==> src/rtl/case_conv_fifo_pkg.sv <==
// Shared constants for the case-converter datapath: ASCII letter bounds,
// the case bit, and the conversion mode encodings.
package case_conv_fifo_pkg;

  localparam logic [7:0] UPPER_LO = 8'h41;
  localparam logic [7:0] UPPER_HI = 8'h5A;
  localparam logic [7:0] LOWER_LO = 8'h61;
  localparam logic [7:0] LOWER_HI = 8'h7A;
  localparam logic [7:0] CASE_BIT = 8'h20;

  typedef enum logic [1:0] {
    MODE_TOGGLE = 2'd0,
    MODE_UPPER  = 2'd1,
    MODE_LOWER  = 2'd2,
    MODE_PASS   = 2'd3
  } conv_mode_e;

  function automatic logic is_upper(input logic [7:0] c);
    return (c >= UPPER_LO) && (c <= UPPER_HI);
  endfunction

  function automatic logic is_lower(input logic [7:0] c);
    return (c >= LOWER_LO) && (c <= LOWER_HI);
  endfunction

endpackage

==> src/rtl/case_conv_fifo_ascii_case_map.sv <==
// Combinational ASCII case mapper; only letters are altered, every other
// byte value passes through unchanged.
module ascii_case_map
  import case_conv_fifo_pkg::*;
#(
  parameter int MODE = 0
) (
  input  logic [7:0] in,
  output logic [7:0] out
);

  localparam conv_mode_e MODE_SEL = conv_mode_e'(MODE[1:0]);

  logic upper;
  logic lower;

  assign upper = is_upper(in);
  assign lower = is_lower(in);

  always_comb begin
    out = in;
    case (MODE_SEL)
      MODE_TOGGLE: if (upper || lower) out = in ^ CASE_BIT;
      MODE_UPPER:  if (lower) out = in & ~CASE_BIT;
      MODE_LOWER:  if (upper) out = in | CASE_BIT;
      MODE_PASS:   out = in;
      default:     out = in;
    endcase
  end

endmodule

==> src/rtl/case_conv_fifo.sv <==
// RX-to-TX buffer: edge-detects RX byte pulses, case-converts each byte and
// queues it in a first-word fall-through FIFO with a sticky overflow flag.
module case_conv_fifo
  import case_conv_fifo_pkg::*;
#(
  parameter int DEPTH = 8,
  parameter int MODE  = 0
) (
  input  logic                     i_clk,
  input  logic                     i_rst,
  input  logic [7:0]               i_data,
  input  logic                     i_valid,
  output logic [7:0]               o_data,
  output logic                     o_valid,
  input  logic                     i_ready,
  output logic [$clog2(DEPTH):0]   o_count,
  output logic                     o_overflow
);

  localparam int AW = $clog2(DEPTH);

  logic [7:0]  mem [DEPTH];
  logic [AW:0] wr_ptr;
  logic [AW:0] rd_ptr;
  logic        v_q;
  logic        rst_hold_q;
  logic [7:0]  mapped;
  logic        accept;
  logic        full;
  logic        empty;
  logic        pop;
  logic        push;

  ascii_case_map #(.MODE(MODE)) u_map (
    .in  (i_data),
    .out (mapped)
  );

  // The first clock after reset only samples i_valid, so a level held
  // across reset is never mistaken for a fresh RX pulse.
  assign accept = i_valid && !v_q && !rst_hold_q;
  assign empty  = (wr_ptr == rd_ptr);
  assign full   = (wr_ptr[AW] != rd_ptr[AW]) && (wr_ptr[AW-1:0] == rd_ptr[AW-1:0]);
  assign pop    = !empty && i_ready;
  assign push   = accept && (!full || pop);

  assign o_valid = !empty;
  assign o_data  = o_valid ? mem[rd_ptr[AW-1:0]] : 8'h00;
  assign o_count = wr_ptr - rd_ptr;

  always_ff @(posedge i_clk) begin
    if (push) mem[wr_ptr[AW-1:0]] <= mapped;
  end

  always_ff @(posedge i_clk or posedge i_rst) begin
    if (i_rst) begin
      wr_ptr     <= '0;
      rd_ptr     <= '0;
      v_q        <= 1'b0;
      rst_hold_q <= 1'b1;
      o_overflow <= 1'b0;
    end else begin
      v_q        <= i_valid;
      rst_hold_q <= 1'b0;
      if (push) wr_ptr <= wr_ptr + 1'b1;
      if (pop)  rd_ptr <= rd_ptr + 1'b1;
      if (accept && full && !pop) o_overflow <= 1'b1;
    end
  end

endmodule

==> config.mk <==
export PLATFORM = sky130hd
export DESIGN_NAME = case_conv_fifo
export DESIGN_NICKNAME = d
export VERILOG_FILES = /design/src/rtl/case_conv_fifo_pkg.sv /design/src/rtl/case_conv_fifo_ascii_case_map.sv /design/src/rtl/case_conv_fifo.sv
export SDC_FILE = /design/constraint.sdc
export NUM_CORES = 1
export LEC_CHECK = 0
export CAP_MARGIN = 20
export CORE_MARGIN = 2
export CORE_UTILIZATION = 40
export CTS_CLUSTER_DIAMETER = 40
export CTS_CLUSTER_SIZE = 20
export DETAILED_ROUTE_END_ITERATION = 10
export GPL_ROUTABILITY_DRIVEN = 0
export SYNTH_ARGS = -nofsm -noshare
export SYNTH_HDL_FRONTEND = slang
export SYNTH_SLANG_ARGS = --single-unit
==> constraint.sdc <==
create_clock -name i_clk -period 3.6 [get_ports i_clk]
set_input_delay 0.72 -clock i_clk [delete_from_list [all_inputs] [get_ports i_clk]]
set_output_delay 0.72 -clock i_clk [all_outputs]
set_load 0.05 [all_outputs]
==> results.cfg <==
[global_route]
grt_max_degree = 21
grt_pass1_wl_mm = 9.67
overflow = 0
use_met3_pct = 3.45
grt_usage_pct = 15.2
met2_usage_pct = 22.2
grtUsageMet1_pct = 21.7
antenna_found_initial = 0
grt_pass1_vias = 1804
gr-max-usage-layer = met2

[finish]
layout.nets = 259
postLayoutCoreUtil_pct = 51.2
drive_gt1_share_pct = 22.4
final_cell_mix = edfxtp_1, mux2i_1, nand2_1, clkdlybuf4s50_1, buf_4
fin_cells = 348
final_common_cell = edfxtp_1
fillerInstances = 666
design_area_mm2 = 0.00397
area_growth_pct = 23.0
diodes = 0

[clocking]
clockBufferDepth = 2
cts_resized = 0
clock-sinks = 75
cts_hold_buf = 0
clk_pin_slew_ns = 0.07
clockRootBuffer = clkbuf_8
numCtsBuffers = 9
cts_tree = yes
cts_setup_buffers = 0
clk_latency_ns = 0.35
h-tree-depth = 3

[route]
drtPass1Iterations = 4
vias = 1761
drc = 0
antenna_left = 0
routed_wl_mm = 5.96
drtIter0Drc = 87
wl_per_cell_um = 17.1
drt-vias-per-instance = 5.06

[sta]
slew_headroom_pct = 53.1
setup_viol = 0
fmax_mhz = 308
tightest_slew_ns = 0.702
rsz0062_at_grt = false
slew_viol_final = 0
finalCritPeriodShare_pct = 90.3
hold_violations = 0
skew_ns = 0.00502
period_needed_ns = 3.25
finalSetupTns_ns = 0

[floorplanning]
die_area_mm2 = 0.00881
dieWidth_um = 93.9
dieHeight_um = 93.9
core_mm2 = 0.00777
rows = 32
io_pins = 26
initial_utilization_pct = 41.6

[logic_synthesis]
synth_fa_ha_area_share_pct = 2.56
synth.avg_cell_area_um2 = 16.0
synth_seq_cells = 75
synthCells = 202
ys.flop_type = edfxtp_1
synthTopCellsByArea = edfxtp_1, mux2i_1, dfrtp_1, ha_1, xnor2_1
ys_warn_count = 0
syn_area_mm2 = 0.00323
yosys-mux-area-fraction_pct = 10.3
synth-edff-count = 64
synth_largest_area_cell = edfxtp_1
ys_types = 40
seq_area_frac_synth_pct = 68.0
synth_top_family_by_area = multiplexers
yosysTopAreaCellShare_pct = 59.5
synth_xor_area_share_pct = 2.94
syn_nets = 220
synth-simple-area-share_pct = 5.81
synth_compound_area_share_pct = 6.93
synthArstFlopShare_pct = 14.7

[critical_path]
rr_startpoint = wr_ptr[0]
cp-start-kind = register
crit_arrival_ns = 2.53
worstPathMaxFanout = 6
endpoint_kind = primary output
cp.required_ns = 2.88
crit_type = register to primary output
r2r_slack_ns = 1.46
r2r_cells = 6
r2r_end = rd_ptr[1]

[worst_hold_path]
hp-class = register to register
worstHoldStart = o_overflow
whs_path_depth = 1
hold-path-endpoint = o_overflow

[status]
status = complete, no violations

[placement]
dp_cells = 332
placed_area_mm2 = 0.00373
port_buffers = 25
dpl.hpwl_mm = 3.89

[flow_run]
cap_viol_max_count = 0
==> kinds of logic (layout without fill, tap and decap cells) <==
logic type,after synthesis,after routing
adder cells (fa/ha/maj),6,6
other,1,1
XOR/XNOR,10,10
buffers and inverters,17,61
AND/OR/NAND/NOR,36,36
multiplexers,33,33
AO/OA/AOI/OAI,24,24
flip-flops,75,75
==> stage by stage <==
stage | hold WS (ns) | setup slack, ns
2_1_floorplan | 0.492 | 0.383
3_3_place_gp | 0.438 | 0.736
3_5_place_dp | 0.452 | 0.658
4_1_cts | 0.469 | 0.327
5_1_grt | 0.498 | 0.167
6_report | 0.465 | 0.348
==> how the worst max path moves through the flow <==
stage	from	endpoint	cells past startpoint
6_report	wr_ptr[0]	o_count[2]	5
5_1_grt	wr_ptr[0]	o_count[2]	5
4_1_cts	wr_ptr[0]	o_count[2]	5
3_5_place_dp	i_data[2]	mem[1][5]	5
3_3_place_gp	i_data[2]	mem[3][5]	5
2_1_floorplan	rd_ptr[1]	o_data[0]	10
==> routing by layer <==
metal	wire length, um	part of all wire [%]	up-vias
met3	287	4.8	9
met5	0	0	-
met4	100	1.7	0
met2	2740	46	40
li1	-	-	848
met1	2830	48	864
==> cell type report <==
cell class / instances / area, um2 / share of cell area, %
Timing Repair Buffer: 37 / 415 / 10.5
Clock buffer: 9 / 124 / 3.12
Sequential cell: 75 / 2200 / 55.4
Inverter: 8 / 30.0 / 0.756
Multi-Input combinational cell: 110 / 962 / 24.2
Clock inverter: 7 / 115 / 2.90
Tap cell: 102 / 128 / 3.21
==> Yosys cell counts (2+ instances only) <==
master and count:
a21o_1 2, nand2_1 15, nor4_1 2, a221oi_1 5, ha_1 5, a22oi_1 8
nand3_1 2, a21oi_1 2, nor2b_1 2, nor3_1 4, xor2_1 2, edfxtp_1 64
inv_1 8, buf_1 2, mux2i_1 32, dfrtp_1 10, xnor2_1 7, nor2_1 3
buf_6 4, a221oi_2 3
==> worst max-delay path, stage by stage (launching register included) <==
cell	delay [ns]
dfrtp_1	0.44
inv_1	0.13
ha_1	0.24
fa_1	0.38
xnor2_1	0.17
clkdlybuf4s50_1	0.83
==> registers in the layout, summed over array words and instances (netlist names) <==
signal / count
mem: 64
rd_ptr: 4
rst_hold_q: 1
o_overflow: 1
wr_ptr: 4
v_q: 1
Power is not shown: default switching activity piles up to over one toggle a cycle in this logic, so the estimate is an artifact.
